File: src/rtl/tag_rx_pkg.sv
// rtl/tag_rx_pkg.sv - shared state encoding, width helper and {I,Q} packing for the tag receive path
package tag_rx_pkg;

   typedef enum logic {
      ST_IDLE = 1'b0,
      ST_ACC  = 1'b1
   } state_t;

   // Packed result word: I occupies the upper half, Q the lower half
   localparam int IQ_I_HALF = 1;
   localparam int IQ_Q_HALF = 0;

   // Accumulator width that can hold nsig full-scale signed samples without overflow
   function automatic int acc_width(input int data_width, input int nsig);
      return data_width + $clog2(nsig) + 1;
   endfunction

endpackage

File: src/rtl/tag_rx_iq_accum.sv
// rtl/tag_rx_iq_accum.sv - paired signed I/Q accumulator with clear, enable and dump-and-restart
module tag_rx_iq_accum #(
   parameter int IN_W  = 16,
   parameter int ACC_W = 19
) (
   input  logic             clk,
   input  logic             reset,
   input  logic             clr,
   input  logic             en,
   input  logic             restart,
   input  logic [IN_W-1:0]  i_in,
   input  logic [IN_W-1:0]  q_in,
   output logic [ACC_W-1:0] sum_i,
   output logic [ACC_W-1:0] sum_q
);

   logic signed [ACC_W-1:0] acc_i_q, acc_i_d;
   logic signed [ACC_W-1:0] acc_q_q, acc_q_d;
   logic signed [ACC_W-1:0] i_ext, q_ext;
   logic signed [ACC_W-1:0] add_i, add_q;

   assign i_ext = {{(ACC_W-IN_W){i_in[IN_W-1]}}, i_in};
   assign q_ext = {{(ACC_W-IN_W){q_in[IN_W-1]}}, q_in};
   assign add_i = acc_i_q + i_ext;
   assign add_q = acc_q_q + q_ext;

   // Running sum including the current sample; this is the value dumped at window close
   assign sum_i = add_i;
   assign sum_q = add_q;

   // Clear beats everything so a frame restart discards the sample; dump restarts from zero
   always_comb begin
      acc_i_d = acc_i_q;
      acc_q_d = acc_q_q;
      if (clr) begin
         acc_i_d = '0;
         acc_q_d = '0;
      end else if (en) begin
         acc_i_d = restart ? '0 : add_i;
         acc_q_d = restart ? '0 : add_q;
      end
   end

   // Accumulator registers
   always_ff @(posedge clk) begin
      if (reset) begin
         acc_i_q <= '0;
         acc_q_q <= '0;
      end else begin
         acc_i_q <= acc_i_d;
         acc_q_q <= acc_q_d;
      end
   end

endmodule

File: src/rtl/tag_rx_win_accum.sv
// rtl/tag_rx_win_accum.sv - per-location windowed I/Q summation after each sync, with valid/ready output
module tag_rx_win_accum
   import tag_rx_pkg::*;
#(
   parameter  int DATA_WIDTH    = 16,
   parameter  int NSIG          = 262144,
   parameter  int NLOC_PER_SYNC = 3,
   localparam int ACC_WIDTH     = acc_width(DATA_WIDTH, NSIG),
   localparam int LOC_W         = $clog2(NLOC_PER_SYNC + 1)
) (
   input  logic                   clk,
   input  logic                   reset,
   input  logic                   rx_valid,
   input  logic [DATA_WIDTH-1:0]  irx_in,
   input  logic [DATA_WIDTH-1:0]  qrx_in,
   input  logic                   sync_stb,
   output logic [2*ACC_WIDTH-1:0] o_tdata,
   output logic [LOC_W-1:0]       o_loc,
   output logic                   o_tlast,
   output logic                   o_tvalid,
   input  logic                   o_tready,
   output logic                   overrun,
   output logic                   resync,
   output logic                   busy
);

   localparam int               CNT_W    = $clog2(NSIG);
   localparam logic [CNT_W-1:0] CNT_LAST = CNT_W'(NSIG - 1);
   localparam logic [LOC_W-1:0] LOC_LAST = LOC_W'(NLOC_PER_SYNC - 1);

   state_t                 state_q, state_d;
   logic [CNT_W-1:0]       cnt_q, cnt_d;
   logic [LOC_W-1:0]       loc_q, loc_d;
   logic                   o_tvalid_q, o_tvalid_d;
   logic [2*ACC_WIDTH-1:0] o_tdata_q, o_tdata_d;
   logic [LOC_W-1:0]       o_loc_q, o_loc_d;
   logic                   o_tlast_q, o_tlast_d;
   logic                   overrun_q, overrun_d;
   logic                   resync_q, resync_d;

   logic                   accept, close, last_close;
   logic [ACC_WIDTH-1:0]   sum_i, sum_q;

   // Samples count only while a frame is open; the sync cycle itself never contributes
   assign accept     = (state_q == ST_ACC) && rx_valid;
   assign close      = accept && (cnt_q == CNT_LAST);
   assign last_close = close && (loc_q == LOC_LAST);

   tag_rx_iq_accum #(
      .IN_W  (DATA_WIDTH),
      .ACC_W (ACC_WIDTH)
   ) u_iq_accum (
      .clk     (clk),
      .reset   (reset),
      .clr     (sync_stb),
      .en      (accept),
      .restart (close),
      .i_in    (irx_in),
      .q_in    (qrx_in),
      .sum_i   (sum_i),
      .sum_q   (sum_q)
   );

   // Frame FSM and counters; a sync applies after any coincident window close
   always_comb begin
      state_d  = state_q;
      cnt_d    = cnt_q;
      loc_d    = loc_q;
      resync_d = resync_q;
      if (accept) begin
         if (close) begin
            cnt_d = '0;
            loc_d = loc_q + 1'b1;
            if (last_close) begin
               state_d = ST_IDLE;
            end
         end else begin
            cnt_d = cnt_q + 1'b1;
         end
      end
      if (sync_stb) begin
         if (state_q == ST_ACC) begin
            resync_d = 1'b1;
         end
         state_d = ST_ACC;
         cnt_d   = '0;
         loc_d   = '0;
      end
   end

   // Single-entry output register; a result arriving while the held one is stalled is dropped
   always_comb begin
      o_tvalid_d = o_tvalid_q;
      o_tdata_d  = o_tdata_q;
      o_loc_d    = o_loc_q;
      o_tlast_d  = o_tlast_q;
      overrun_d  = overrun_q;
      if (close) begin
         if (o_tvalid_q && !o_tready) begin
            overrun_d = 1'b1;
         end else begin
            o_tvalid_d = 1'b1;
            o_tdata_d[IQ_I_HALF*ACC_WIDTH +: ACC_WIDTH] = sum_i;
            o_tdata_d[IQ_Q_HALF*ACC_WIDTH +: ACC_WIDTH] = sum_q;
            o_loc_d    = loc_q;
            o_tlast_d  = last_close;
         end
      end else if (o_tvalid_q && o_tready) begin
         o_tvalid_d = 1'b0;
      end
   end

   // State, counter and output registers
   always_ff @(posedge clk) begin
      if (reset) begin
         state_q    <= ST_IDLE;
         cnt_q      <= '0;
         loc_q      <= '0;
         o_tvalid_q <= 1'b0;
         o_tdata_q  <= '0;
         o_loc_q    <= '0;
         o_tlast_q  <= 1'b0;
         overrun_q  <= 1'b0;
         resync_q   <= 1'b0;
      end else begin
         state_q    <= state_d;
         cnt_q      <= cnt_d;
         loc_q      <= loc_d;
         o_tvalid_q <= o_tvalid_d;
         o_tdata_q  <= o_tdata_d;
         o_loc_q    <= o_loc_d;
         o_tlast_q  <= o_tlast_d;
         overrun_q  <= overrun_d;
         resync_q   <= resync_d;
      end
   end

   assign o_tvalid = o_tvalid_q;
   assign o_tdata  = o_tdata_q;
   assign o_loc    = o_loc_q;
   assign o_tlast  = o_tlast_q;
   assign overrun  = overrun_q;
   assign resync   = resync_q;
   assign busy     = (state_q == ST_ACC);

endmodule

File: config.mk
export PLATFORM = sky130hd
export DESIGN_NAME = tag_rx_win_accum
export DESIGN_NICKNAME = d
export VERILOG_FILES = /design/src/rtl/tag_rx_pkg.sv /design/src/rtl/tag_rx_iq_accum.sv /design/src/rtl/tag_rx_win_accum.sv
export SDC_FILE = /design/constraint.sdc
export NUM_CORES = 1
export LEC_CHECK = 0
export ABC_AREA = 1
export CORE_MARGIN = 1
export CORE_UTILIZATION = 55
export CTS_BUF_LIST = sky130_fd_sc_hd__clkbuf_8 sky130_fd_sc_hd__clkbuf_16
export DETAILED_ROUTE_END_ITERATION = 10
export PLACE_DENSITY = 0.78
export SLEW_MARGIN = 0
export SYNTH_ARGS = -nofsm -noshare
export SYNTH_HDL_FRONTEND = slang
export SYNTH_SLANG_ARGS = --single-unit
File: constraint.sdc
create_clock -name clk -period 3.9 [get_ports clk]
set_input_delay 0.585 -clock clk [delete_from_list [all_inputs] [get_ports clk]]
set_output_delay 0.585 -clock clk [all_outputs]
set_load 0.01 [all_outputs]
* After elaboration in Yosys (flattened, before gate mapping)
Index checks and enable logic that the tools add are counted.
** Storage, ports and cells
- Output and inout bits :: 77
- Input bits :: 37
- Word-level logic and storage cells :: 46
- Register bits after elaboration :: 167
** Operators by class
- Bitwise logic cells :: 1
- Reductions and logical operators :: 17
- Add/sub/neg operators :: 4
- Eq/ne operators :: 3
- Muxes and demuxes :: 10
** Operators by type and width (count)
- adder 35 x 16 -> 35 bit :: 2
- two-way mux 35 bit :: 2
- adder 18 x 1 -> 18 bit, second input constant :: 1
- == test 18 bit, second input constant :: 1
- two-way mux 18 bit :: 1
- AND reduction 2 bit :: 5
- nonzero test 2 bit :: 4
- two-way mux 1 bit :: 7
- logical AND 1 bit :: 5
- AND reduction 3 bit :: 1
- adder 2 x 1 -> 2 bit, second input constant :: 1
- == test 2 bit, second input constant :: 1
- inequality test 2 bit, second input constant :: 1
- OR reduction 2 bit :: 1
- logical NOT 1 bit :: 1
- NOT 1 bit :: 1

* Logic depth before layout (Yosys ltp)
- Depth after elaboration :: 7
- Mapped depth :: 17
- Depth with buffers taken out :: 17

* Modules after synthesis
Synthesis repeated with hierarchy kept, for this count alone.
** Unflattened totals
- Cell total of the unflattened synthesis :: 1884
- Area, all modules :: 11717.5 µm²
** By module, submodules not included
- tag_rx_iq_accum :: times used 1, area each 7503.4 µm², cells each 1256, sequential area each 1401.3 µm²
- tag_rx_win_accum :: times used 1, area each 4214.0 µm², cells each 628, sequential area each 1941.9 µm²

* Least setup slack after synthesis
OpenSTA, ideal clock, no wires.
- Path type :: input-to-reg
- From :: in qrx_in[0]
- To :: reg o_tdata_q[32] (netlist: o_tdata[32])
- Path buffers :: 0
- Setup time :: 0.109 ns
- Data arrival time :: 2.109 ns
- Setup slack :: 1.682 ns
- Required time :: 3.791 ns
- Cell stages on the path :: 17
- Cell sequence :: ha_1 -> inv_1 -> fa_1 -> inv_1 -> nand3_1 -> nand3_1 -> nand2_1 -> nand2_1 -> nand2_1 -> nand2_1 -> nand2_1 -> nand2_1 -> nand2_1 -> nand2_1 -> nand2_1 -> nand2_1 -> inv_1
** On the way
- Cells in the longest elaborated chain, start to end :: 1
** RTL lines
- from (decl) :: RTL line tag_rx_win_accum.sv:15 : input logic [DATA_WIDTH-1:0] qrx_in,
- adder 35 x 16 -> 35 bit :: RTL line tag_rx_iq_accum.sv:25 : assign add_q = acc_q_q + q_ext;
- to (signal assigned) :: RTL line tag_rx_win_accum.sv:130 : o_tdata_q <= o_tdata_d;
- to (decl) :: RTL line tag_rx_win_accum.sv:35 : logic [2*ACC_WIDTH-1:0] o_tdata_q, o_tdata_d;
No other way between the ends.
A chain may end at the register's enable or synchronous reset.

* Worst setup path after layout
- From :: in irx_in[15]
- To :: reg o_tdata_q[63] (netlist: o_tdata[63])
** On the way
- Cells in the longest elaborated chain, start to end :: 1
** RTL lines
- from (decl) :: RTL line tag_rx_win_accum.sv:14 : input logic [DATA_WIDTH-1:0] irx_in,
- adder 35 x 16 -> 35 bit :: RTL line tag_rx_iq_accum.sv:24 : assign add_i = acc_i_q + i_ext;
No other way between the ends.

==> run_results.csv <==
group,metric,value,unit
worst_setup_path,worstPathRequired,4.23,ns
routing,topRoutingLayerUsed,"met4",
worst_setup_path,crit_type,"in2reg",
yosys,synthArstFlopShare,0,%
timing,tightest_slew,0.944,ns
timing,finalSetupTns,0,ns
worst_setup_path,worst_setup_path_start_kind,"input pin",
placement,io_buffers,113,
yosys,synth_commonest_cells,"nand2_1 (599), inv_1 (249), nor2_1 (185), a21oi_1 (174), dfxtp_1 (167)",
yosys,synth.top_cells.by_area,"dfxtp_1 (30%), nand2_1 (20%), inv_1 (8.4%)",
job,maxCapViolCount,0,
clock_network,clk_latency,0.44,ns
worst_setup_path,path_max_fanout,10,
yosys,synth_fp_nets,1906,
routing,wl_met1,14.1,mm
finish,n_antenna_cell,0,
floorplan,initial_core_util,56.6,%
finish,multi_input_area,6560,um2
timing,drv_slew,0,
yosys,synth_area_per_cell,6.18,um2
clock_network,clkSinkCount,167,
timing,max_freq,0.342,GHz
finish,fillCellCount,1884,
yosys,synth.most_common_cell,"nand2_1",
routing,route.detailed.drc,0,
timing,maxSlewHeadroom,37.0,%
yosys,seq_area_frac_synth,30.1,%
clock_network,holdBufCountCts,0,
yosys,synth.cell_area,11100,um2
routing,drt-initial-drc-count,648,
floorplan,io_pins,114,
floorplan,core,19600,um2
placement,placed_area,12400,um2
clock_network,clk_pin_slew,0.08,ns
worst_hold_path,hold_depth,2,
clock_network,htree_levels,4,
floorplan,die_area,20700,um2
timing,fin_crit_sh,75.1,%
worst_setup_path,rr_worst_depth,13,
grt,grt_max_degree,74,
timing,min_period,2.93,ns
worst_hold_path,min_path_type,"reg2reg",
routing,antenna_left,0,
routing,drt-vias-per-instance,5.34,
run_status,outcome,"complete, no violations",
routing,wl_met2,15.9,mm
clock_network,cts_tree,"yes",
floorplan,die_width,144,um
clock_network,cts_buffers,17,
finish,design_area,13000,um2
routing,drt-pass1-iter-count,6,
grt,grt_pass1_vias,10700,
finish,drive_gt1_share,3.04,%
clock_network,clockBufferDepth,2,
grt,antenna_found_initial,0,
yosys,synth_top_cell_by_area,"dfxtp_1",
floorplan,rows,51,
grt,grtUsageTotal,32.4,%
clock_network,clockRootBuffer,"clkbuf_16",
finish,fin_nets,2004,
timing,skew,0.0154,ns
yosys,synth_top_cell_area_share,30.1,%
routing,num_vias,11600,
clock_network,cts_setup_buffers,0,
yosys,synth_seq_cells,167,
timing,fin_hold_ws,0.460,ns
grt,grt_pass1_wl,51.9,mm
pwr,power-per-cell-area,299,nW/um2
placement,dp_hpwl,25.2,mm
placement,gp_congestion,0.996,
clock_network,ctsResizeCount,0,
worst_setup_path,critPathArrivalTime,3.26,ns
yosys,synthFlopType,"dfxtp_1",
routing,routed_wl,32.8,mm
pwr,p_leak,6.10,nW
timing,grt_setup_unrepaired,"no",
yosys,synthCells,1797,
timing,finalHoldViolCount,0,
yosys,synth.distinct_cells,36,
floorplan,die_h,144,um
pwr,peakVddDrop,272,uV
routing,wl_met3,1.33,mm
timing,setup_viol,0,
grt,grt-ovfl-total,0,
worst_setup_path,crit_path_end_kind,"flip-flop",
finish,synthToLayoutAreaGrowth,16.9,%
yosys,ys.warnings.count,0,
routing,wl_per_cell,15.1,um
yosys,synth_edf_count,0,
finish,regArea,3340,um2
## logic make-up after synthesis
family	after synthesis	share of synthesized area (%)
and+or+nand+nor	933	34.1
buffers and inverters	299	10.8
AOI/OAI and AO/OA	290	13.9
DFF	167	30.1
adders and majority gates	72	8.25
xor gates and xnor gates	36	2.84
## critical path: stages
cell and delay (ns):
clkdlybuf4s50_1 0.70, buf_4 0.32, ha_1 0.39, nand2_1 0.12, nor2_1 0.15, inv_1 0.09
nor3_1 0.30, nand3_1 0.20, nand2_1 0.11, nand2_1 0.06, nand2_1 0.06, nand2_1 0.07
nand2_1 0.08, inv_1 0.04
## layer usage
metal	GRT usage (%)	vias up
met4	16.8	0
met2	56.9	326
met5	0	-
li1	-	5892
met3	4.57	84
met1	38.2	5294
## worst paths after layout
path | from | end | slack [ns]
worst max-delay path | irx_in[15] | o_tdata[63] | 0.97
worst min-delay path | o_tdata[6] | o_tdata[6] | 0.46
worst max register to register | cnt_q[1] | u_iq_accum.acc_q_q[32] | 1.20
worst min register to register | o_tdata[6] | o_tdata[6] | 0.46
## placed cells by master, fill, tap and decap left out, drive strengths merged
cell / synthesis / routed
o21ai: 78 / 78
buf: 19 / 10
ha: 70 / 70
xnor2: 6 / 6
clkbuf: 25 / 17
nand2: 600 / 600
clkdlybuf4s50: 0 / 113
dfxtp: 167 / 167
nor3b: 3 / 3
inv: 255 / 266
nand3b: 2 / 2
clkinvlp: 0 / 1
fa: 2 / 2
o21bai: 5 / 5
o22ai: 2 / 2
or2: 3 / 3
a21boi: 2 / 2
o211ai: 2 / 2
xor2: 30 / 30
nor3: 27 / 27
a211oi: 3 / 3
o21a: 23 / 23
nand4: 21 / 21
a21oi: 174 / 174
nor4: 1 / 1
a31oi: 1 / 1
nor2: 189 / 189
clkinv: 0 / 3
nand3: 87 / 87
## registers in the layout, summed over array words and instances (netlist names)
name / cells
overrun: 1
u_iq_accum.acc_q_q: 35
o_tdata: 70
cnt_q: 18
o_tvalid: 1
resync: 1
u_iq_accum.acc_i_q: 35
busy: 1
loc_q: 2
o_loc: 2
o_tlast: 1
## where the power goes
group / switching (W) / total [W] / internal, W
Sequential: 0.0000109 / 0.00173 / 0.00172
Combinational: 0.000330 / 0.000497 / 0.000167
Clock: 0.000803 / 0.00165 / 0.000846
Total: 0.00114 / 0.00388 / 0.00273
## per-stage QoR
step | util, % | setup WS (ns) | power, W | instances
floorplan | - | 1.68 | 0.00210 | 1797
global placement | 63.4 | 0.525 | 0.00226 | 2141
detailed placement | 63.4 | 0.537 | 0.00226 | 2141
CTS | 66.2 | 0.994 | 0.00390 | 2173
global route | 66.2 | 0.773 | 0.00402 | 2173
finish | 66.2 | 0.973 | 0.00388 | 2173
## area by class of cell
| class | instances | area share (%) |
|---|---|---|
| multi-input combinational | 1331 | 50.6 |
| sequential | 167 | 25.8 |
| timing repair buffer | 123 | 9.39 |
| inverter | 255 | 7.38 |
| clock buffer | 17 | 3.28 |
| tap | 265 | 2.56 |
| clock inverter | 15 | 1.04 |
No activity file was read; power rests on OpenSTA's default activity.
